$ cat src/rtl/mem_port_arbiter.sv
// mem_port_arbiter: shares one data-memory port between instruction fetch
// (reads only) and the memory stage (loads/stores). Grants one request per
// cycle with the memory stage as the default winner, guards fetch against
// starvation, and routes read responses back through an in-order tracker.
module mem_port_arbiter #(
    parameter int unsigned MAX_OUTSTANDING = 2,
    parameter int unsigned STARVE_LIMIT    = 4
) (
    input  logic        clk,
    input  logic        reset,
    input  logic        if_req_valid_i,
    input  logic [63:0] if_req_addr_i,
    output logic        if_req_ready_o,
    output logic        if_resp_valid_o,
    output logic [63:0] if_resp_data_o,
    input  logic        dm_req_valid_i,
    input  logic [63:0] dm_req_addr_i,
    input  logic        dm_req_wr_i,
    input  logic [63:0] dm_req_wr_data_i,
    input  logic [7:0]  dm_req_mask_i,
    output logic        dm_req_ready_o,
    output logic        dm_resp_valid_o,
    output logic [63:0] dm_resp_data_o,
    input  logic        mem_ready_i,
    output logic        mem_req_o,
    output logic [63:0] mem_addr_o,
    output logic        mem_wr_o,
    output logic [63:0] mem_wr_data_o,
    output logic [7:0]  mem_mask_o,
    input  logic        mem_resp_valid_i,
    input  logic [63:0] mem_resp_data_i,
    output logic        mem_resp_ready_o,
    input  logic        flush_i,
    output logic        resp_err_o
);

    localparam int unsigned PW = (MAX_OUTSTANDING > 1) ? $clog2(MAX_OUTSTANDING) : 1;
    localparam int unsigned CW = $clog2(MAX_OUTSTANDING + 1);
    localparam int unsigned SW = $clog2(STARVE_LIMIT + 1);
    localparam logic [CW-1:0] C_FULL   = CW'(MAX_OUTSTANDING);
    localparam logic [SW-1:0] C_STARVE = SW'(STARVE_LIMIT);
    localparam logic [PW-1:0] C_LAST   = PW'(MAX_OUTSTANDING - 1);

    typedef enum logic {
        SRC_IF = 1'b0,
        SRC_DM = 1'b1
    } src_e;

    // Tracker storage: one bit per slot for source and discard flag.
    logic [MAX_OUTSTANDING-1:0] r_src;
    logic [MAX_OUTSTANDING-1:0] r_disc;
    logic [PW-1:0]              r_wptr;
    logic [PW-1:0]              r_rptr;
    logic [CW-1:0]              r_count;
    logic [SW-1:0]              r_starve;

    logic w_full;
    logic w_empty;
    logic w_if_elig;
    logic w_dm_elig;
    logic w_if_win;
    logic w_dm_win;
    logic w_xfer;
    logic w_push;
    src_e w_push_src;
    logic w_pop;
    src_e w_head_src;
    logic w_head_disc;
    logic w_deliver;

    // Arbitration, request steering and response routing.
    always_comb begin
        w_full      = (r_count == C_FULL);
        w_empty     = (r_count == '0);
        w_if_elig   = if_req_valid_i & ~w_full & ~flush_i;
        w_dm_elig   = dm_req_valid_i & (dm_req_wr_i | ~w_full) & ~flush_i;
        w_if_win    = w_if_elig & (~w_dm_elig | (r_starve == C_STARVE));
        w_dm_win    = w_dm_elig & ~w_if_win;
        w_xfer      = (w_if_win | w_dm_win) & mem_ready_i & ~reset;
        w_push      = w_xfer & (w_if_win | ~dm_req_wr_i);
        w_push_src  = w_if_win ? SRC_IF : SRC_DM;
        w_pop       = mem_resp_valid_i & ~w_empty & ~reset;
        w_head_src  = src_e'(r_src[r_rptr]);
        w_head_disc = r_disc[r_rptr];
        w_deliver   = w_pop & ~w_head_disc & ~flush_i;

        if_req_ready_o   = w_if_win & mem_ready_i & ~reset;
        dm_req_ready_o   = w_dm_win & mem_ready_i & ~reset;
        mem_req_o        = w_xfer;
        mem_addr_o       = '0;
        mem_wr_o         = 1'b0;
        mem_wr_data_o    = '0;
        mem_mask_o       = '0;
        if (w_xfer && w_if_win) begin
            mem_addr_o = if_req_addr_i;
        end else if (w_xfer) begin
            mem_addr_o = dm_req_addr_i;
            if (dm_req_wr_i) begin
                mem_wr_o      = 1'b1;
                mem_wr_data_o = dm_req_wr_data_i;
                mem_mask_o    = dm_req_mask_i;
            end
        end

        if_resp_valid_o  = w_deliver & (w_head_src == SRC_IF);
        dm_resp_valid_o  = w_deliver & (w_head_src == SRC_DM);
        if_resp_data_o   = mem_resp_data_i;
        dm_resp_data_o   = mem_resp_data_i;
        mem_resp_ready_o = 1'b1;
        resp_err_o       = mem_resp_valid_i & w_empty & ~reset;
    end

    // In-order read tracker: push on read transfer, pop on response, flush marks discard.
    always_ff @(posedge clk or posedge reset) begin
        if (reset) begin
            r_src   <= '0;
            r_disc  <= '0;
            r_wptr  <= '0;
            r_rptr  <= '0;
            r_count <= '0;
        end else begin
            if (flush_i) begin
                r_disc <= '1;
            end
            if (w_push) begin
                r_src[r_wptr]  <= w_push_src;
                r_disc[r_wptr] <= 1'b0;
                r_wptr         <= (r_wptr == C_LAST) ? '0 : r_wptr + 1'b1;
            end
            if (w_pop) begin
                r_rptr <= (r_rptr == C_LAST) ? '0 : r_rptr + 1'b1;
            end
            if (w_push && !w_pop) begin
                r_count <= r_count + 1'b1;
            end else if (!w_push && w_pop) begin
                r_count <= r_count - 1'b1;
            end
        end
    end

    // Starvation counter: counts dm wins over an eligible fetch, cleared by a fetch transfer.
    always_ff @(posedge clk or posedge reset) begin
        if (reset) begin
            r_starve <= '0;
        end else if (w_xfer && w_if_win) begin
            r_starve <= '0;
        end else if (w_xfer && w_dm_win && w_if_elig && (r_starve != C_STARVE)) begin
            r_starve <= r_starve + 1'b1;
        end
    end

endmodule

$ cat config.mk
export PLATFORM = sky130hd
export DESIGN_NAME = mem_port_arbiter
export DESIGN_NICKNAME = d
export VERILOG_FILES = /design/src/rtl/mem_port_arbiter.sv
export SDC_FILE = /design/constraint.sdc
export NUM_CORES = 1
export LEC_CHECK = 0
export CORE_AREA = 2 2 211 213
export DETAILED_ROUTE_END_ITERATION = 10
export DIE_AREA = 0 0 213 215
export DONT_BUFFER_PORTS = 1
export GPL_ROUTABILITY_DRIVEN = 0
export HOLD_SLACK_MARGIN = 0.15
export PLACE_DENSITY = 0.3
export SLEW_MARGIN = 20
export SYNTH_ARGS = -nofsm -noshare
export SYNTH_HDL_FRONTEND = slang
export SYNTH_SLANG_ARGS = --single-unit
$ cat constraint.sdc
create_clock -name clk -period 5.4 [get_ports clk]
set_clock_uncertainty 0.05 [all_clocks]
set_input_delay 0.54 -clock clk [delete_from_list [all_inputs] [get_ports clk]]
set_output_delay 0.54 -clock clk [all_outputs]
set_load 0.005 [all_outputs]
==> results of run 1 <==
-- final cells by class --
class,count,area share [%]
Multi-Input combinational cell,187,55.0
Tap cell,592,29.2
Inverter,4,0.593
Clock buffer,3,2.96
Sequential cell,11,10.9
Timing Repair Buffer,2,1.09
Clock inverter,1,0.198
-- cells in the mapped netlist, drive strengths merged, types with 2 or more instances --
| master | instances |
|---|---|
| buf | 150 |
| and3 | 72 |
| a22o | 64 |
| dfrtp | 11 |
| clkbuf | 9 |
| nor2 | 5 |
| nor2b | 5 |
| o21ai | 5 |
| inv | 4 |
| ha | 3 |
| nand2b | 3 |
| xnor2 | 3 |
| a21oi | 2 |
| a31oi | 2 |
| and2 | 2 |
| nand4 | 2 |
| nor3b | 2 |
| o21a | 2 |
| xor2 | 2 |
-- layer usage --
layer / vias up / routed length (um) / GRT usage [%]
met5: - / 44 / 0
met4: 6 / 485 / 1.98
met3: 46 / 1740 / 2.38
met2: 280 / 4060 / 4.94
met1: 946 / 4360 / 5.56
li1: 861 / - / -
-- registers in the layout, summed over array words and instances (netlist names) --
register / count
r_rptr: 1
r_src: 2
r_wptr: 1
r_count: 2
r_starve: 3
r_disc: 2
-- critical path, cell delays in order, from the launching register on --
cell                       delay (ns)
sky130_fd_sc_hd__dfrtp_1         0.38
sky130_fd_sc_hd__inv_1           0.09
sky130_fd_sc_hd__ha_1            0.24
sky130_fd_sc_hd__nand2_1         0.14
sky130_fd_sc_hd__a211oi_2        0.34
sky130_fd_sc_hd__and2_2          0.26
sky130_fd_sc_hd__buf_4           0.49
sky130_fd_sc_hd__a22o_1          0.34
-- final timing paths --
path                       slack (ns)  depth (start not counted)                 endpoint                    start
hold reg to reg                  0.42                          1      r_disc[1]$_DFF_PP0_      r_disc[1]$_DFF_PP0_
hold / removal                   0.15                          1     r_src[1]$_DFFE_PP0P_                    reset
setup / recovery                 2.24                          7           mem_addr_o[58]  r_starve[0]$_DFFE_PP0P_
min in group clk                 0.38                          1      r_disc[1]$_DFF_PP0_                  flush_i
setup reg to reg                 3.22                          9   r_count[1]$_DFFE_PP0P_  r_starve[0]$_DFFE_PP0P_
max in group asynchronous        4.84                          1  r_starve[1]$_DFFE_PP0P_                    reset
-- report_power, final --
group          internal (mW)  switching (mW)  leakage (nW)
sequential             0.115          0.0387         0.130
clock                 0.0983          0.0402        0.0409
combinational         0.0720          0.0837         0.803
total                  0.285           0.163         0.974
-- metrics by stage --
stage                     hold slack (ns)  setup WS [ns]  area (sq um)  cells
after CTS                           0.177           2.23          2530    800
after global routing                0.190           2.06          2530    800
after floorplan                     0.342           3.17          2800    361
after detailed placement            0.412           2.44          2450    796
after global placement              0.424           2.46          2450    796
final                               0.148           2.24          2530    800
-- cell families (layout without fill, tap and decap cells) --
logic type	Yosys count	in the layout	synth area share [%]
AOI/OAI and AO/OA	81	81	24.4
adders and majority gates	3	3	1.34
xor gates and xnor gates	5	5	1.56
buffers and inverters	163	10	40.9
DFF	11	11	9.83
other	1	1	0.134
and+or+nand+nor	95	95	21.1
muxes	2	2	0.759
==> impl_results.md, run 1 <==
- Slew at the pin closest to its max-slew limit: 0.649 ns
- Clock period minus final worst setup slack: 3.16 ns
- Core area: about 0.044 sq mm
- Number of global-route vias before repair: 1815
- Initial core utilization: 6.42%
- Die Height: about 220 um
- Routed Antenna Nets: 0
- Sort of element at the start of the critical path: flop
- Total power of the final layout: roughly 0.45 mW
- Number of antenna violations at the first check in global routing: 9
- Root Buffer Master: sky130_fd_sc_hd__clkbuf_16
- Wire length of the first global-routing pass: around 13000 um
- Top cells by area in the synthesized netlist: sky130_fd_sc_hd__buf_4 (37%), sky130_fd_sc_hd__a22o_1 (20%), sky130_fd_sc_hd__and3_1 (16%)
- Cell type with the largest total area after synthesis: sky130_fd_sc_hd__buf_4
- Fraction of layout instances using a drive strength above 1: about 5.3%
- Number of storage elements in the synthesis netlist: 11
- Max FO, Critical Path: 62
- Buffers added on ports: 0
- Crit end category: primary output
- Post-detailed-route wirelength per cell: 13.4 um
- Violation count after the first detailed-route iteration: 167
- Max Clk Rate: 0.317 GHz
- Area growth from synthesis to final layout: -9.60%
- CTS tree: yes
- Die Footprint: 0.0458 sq mm
- Worst supply voltage drop on vdd: about 0.16 mV
- Number of core rows: 77
- Total count of hold-check failures in the final report: 0
- Number of buffers inserted by hold repair at cts: 0
- Most frequent standard cell in the layout excluding fill and tap cells: sky130_fd_sc_hd__and3_1
- Total setup violations reported at the end of the flow: 0
- Total of warnings raised by yosys: 0
- Yosys cell types: 35
- Fillers: between 5000 and 6000
- LEAKAGE: 0.974 nW
- Post-synth EDFFs: 0
- Overall fraction of global-route tracks in use: 4.09%
- Total via count in the routed design: 2139
- Syn_area_per_cell: 7.76 sq um
- Number of buffers added by the clock tree synthesis step: 3
- Area share of the leading cell type in the synthesized netlist: 37.0%
- Fraction of the yosys area taken by sequential cells: 9.83%
- Clock latency at the later pin of the worst-skew pair: 0.24 ns
- PostCTS Resize Cnt: 0
- Path type of the worst setup path: flop to primary output
- Total number of nets in the final design: between 400 and 500
- Vias per std cell: 2.67
- Final TNS setup: 0 ns
- Reg area: approximately 280 sq um
- Number of max-slew violations in the final report: 0
- RSZ-0062 raised after global routing: false
- Synthesized instance count: 361
- Outcome: completed
- Power density over the cells: 177 mW/mm^2
- Number of violations of the max-capacitance limit: 0
- Min-Delay Path Class: input pin to async pin
- Initial DRT Pass Iterations: 4
- Final core utilization: 5.80%
- Pin count of the biggest net entering global routing: 126
- Placed wire-length estimate after detailed placement: 9120 um
- Area used by multi-input combinational logic: 0.00139 sq mm
- Post-Synthesis Net Count: 636
- I/O pin cnt: between 500 and 600
- Area of the mapped netlist: 0.00280 sq mm
- Commonest cells after routing, fill and taps aside: sky130_fd_sc_hd__and3_1 (72), sky130_fd_sc_hd__a22o_1 (64), sky130_fd_sc_hd__dfrtp_1 (11), sky130_fd_sc_hd__nor2_1 (5)
- Proportion of synthesized flip-flops having asynchronous set or reset: between 90% and 100%
- Chip width: around 210 um
- Worst slew margin relative to its limit: 56.8%
- Final wirelength: 10700 um
- Main flop type after synthesis: sky130_fd_sc_hd__dfrtp_1
- Required time of the critical path: around 4.8 ns
- CP arrival: 2.57 ns
- Number of diodes added for antenna fixing: 0
- Clock tree sinks: 11
- Post CTS Setup Buffer Count: 0
- Period utilisation layout: 58.5%
- CTS HTree Levels: 1
- Global route overflow: 0
- Residual DRC: 0
- Clk pin slew, worst setup/hold paths: 0.04 ns
- Maximum buffer depth of the clock tree: 2
Power figures use the tool's default switching activity.
==> run 2: changes to the inputs <==
- clock period: 5.4 -> 3.1 ns (I/O delays scaled with it)
==> impl_results.md, run 2 (same netlist as run 1, synthesis figures left out) <==
- Outcome: completed
- Register ranked first by flip-flop count: r_starve
- Commonest cells after routing, fill and taps aside: sky130_fd_sc_hd__and3_1 (72), sky130_fd_sc_hd__a22o_1 (64), sky130_fd_sc_hd__dfrtp_1 (11), sky130_fd_sc_hd__nor2_1 (5)
- Clk pin slew, worst setup/hold paths: about 0.040 ns
- Total setup violations reported at the end of the flow: 0
- Sort of element at the start of the critical path: flop
- Initial DRT Pass Iterations: 6
- Flip-flop count of the largest register, all copies and words added: 3
- Die Height: between 200 and 250 um
- Number of global-route vias before repair: 1917
- Number of buffers added by the clock tree synthesis step: 3
- Slew at the pin closest to its max-slew limit: roughly 0.66 ns
- Worst slew margin relative to its limit: a little under three fifths
- Residual DRC: 0
- Crit end category: primary output
- Total via count in the routed design: around 2200
- Wire length of the first global-routing pass: 13800 um
- Number of violations of the max-capacitance limit: 0
- CP arrival: 2.32 ns
- Core area: 0.0436 sq mm
- Global route overflow: 0
- Clock latency at the later pin of the worst-skew pair: between 0.2 and 0.25 ns
- Number of max-slew violations in the final report: 0
- Cell breakdown of the critical path: nor2b_4 -> nor2_1 -> a311oi_4 -> buf_4 -> a22o_1
- Clock period minus final worst setup slack: 2.68 ns
- Number of diodes added for antenna fixing: 0
- CP max-delay cell: sky130_fd_sc_hd__buf_4
- Violation count after the first detailed-route iteration: 159
- Routed Antenna Nets: 0
- Final wirelength: 11000 um
- Pin count of the biggest net entering global routing: 77
- Die Footprint: 0.0458 sq mm
- Max FO, Critical Path: 64
- Maximum buffer depth of the clock tree: 2
- Fraction of layout instances using a drive strength above 1: 5.69%
- Clock tree sinks: 11
- Power density over the cells: ~300 mW/mm^2
- CTS tree: yes
- Required time of the critical path: 2.74 ns
- Delay of the slowest critical-path stage: 0.55 ns
- Most frequent standard cell in the layout excluding fill and tap cells: sky130_fd_sc_hd__and3_1
- Buffers added on ports: 0
- Total count of hold-check failures in the final report: 0
- Number of antenna violations at the first check in global routing: 6
- RSZ-0062 raised after global routing: false
- CTS HTree Levels: 1
- Area growth from synthesis to final layout: -8.75%
- Vias per std cell: 2.69
- Max Clk Rate: around 0.37 GHz
- I/O pin cnt: 544
- Overall fraction of global-route tracks in use: 4.18%
- Final cell count without fillers: 803
- Min-Delay Path Class: input pin to flop
- Path type of the worst setup path: flop to primary output
- Final TNS setup: 0 ns
- Worst supply voltage drop on vdd: between 0.2 and 0.25 mV
- Placed wire-length estimate after detailed placement: 9430 um
- Period utilisation layout: 86.3%
- Number of core rows: 77
- Post-detailed-route wirelength per cell: 13.7 um
- Total number of nets in the final design: 487
- LEAKAGE: approximately 0.99 nW
- Root Buffer Master: sky130_fd_sc_hd__clkbuf_16
- Initial core utilization: 6.42%
- Chip width: 213 um
- Number of placed cells counting well taps: 798
-- run 2: cell types whose count changed in the layout (fill, tap and decap cells not counted) --
cell,change
sky130_fd_sc_hd__buf_4,+2
sky130_fd_sc_hd__clkbuf_1,+1
sky130_fd_sc_hd__clkinv_2,-1
sky130_fd_sc_hd__dlygate4sd3_1,+1
-- run 2: through the flow --
stage / power (mW) / hold WS (ns) / area, sq um / util, % / setup slack (ns)
6_report: 0.776 / 0.156 / 2560 / 5.86 / 0.424
5_1_grt: 0.838 / 0.152 / 2560 / 5.86 / 0.218
4_1_cts: 0.784 / 0.154 / 2560 / 5.86 / 0.386
3_5_place_dp: 0.543 / 0.193 / 2470 / 5.65 / 0.647
3_3_place_gp: 0.544 / 0.199 / 2470 / 5.65 / 0.630
2_1_floorplan: 0.623 / 0.112 / 2800 / - / 1.11
-- run 2: worst paths after layout --
check                                   startpoint                      to  slack (ns)  cells after the start
hold reg to reg                r_disc[1]$_DFF_PP0_     r_disc[1]$_DFF_PP0_        0.43                      1
setup / recovery            r_count[1]$_DFFE_PP0P_          mem_addr_o[58]        0.42                      5
hold / removal                             flush_i     r_disc[1]$_DFF_PP0_        0.16                      1
setup reg to reg           r_starve[0]$_DFFE_PP0P_  r_count[1]$_DFFE_PP0P_        0.88                      9
max in group asynchronous                    reset    r_src[1]$_DFFE_PP0P_        2.20                      2
min in group asynchronous                    reset  r_count[0]$_DFFE_PP0P_        0.48                      2
-- run 2: area by class of cell --
type	instances	area, sq um
flip-flops and latches	11	275
repair buffers	5	52.6
well taps	592	741
fillers	5154	41100
clock buffers	4	78.8
multi-input cells	187	1390
inverters	4	15.0
-- run 2: power by group --
| part | internal [mW] | leakage [nW] | switching, mW |
|---|---|---|---|
| Sequential | 0.200 | 0.130 | 0.0669 |
| Combinational | 0.127 | 0.817 | 0.145 |
| Clock | 0.173 | 0.0382 | 0.0643 |
-- run 2: layer usage --
layer  track usage, %  part of all wire [%]  up-vias  wire, um
met3             3.29                    18       40      1980
met5                0                  0.37        -        41
met1             5.25                    39      988      4290
met2             5.05                    39      262      4260
met4             1.84                   4.2        6       458
li1                 -                     -      862         -
-- run 2: worst max-delay path: cells and delay by family, from the launching register on --
kind	cells	cell delay (ns)
simple gates	2	0.32
buf+inv	1	0.55
flops	1	0.43
compound gates	2	0.72
-- run 2: what timing repair did --
| action | 4_1_cts | 5_1_grt |
|---|---|---|
| hold buffers | 1 | 0 |
| setup buffers | 0 | 0 |
| resized for setup | 0 | 0 |
| endpoints found under the hold margin | 11 | 0 |
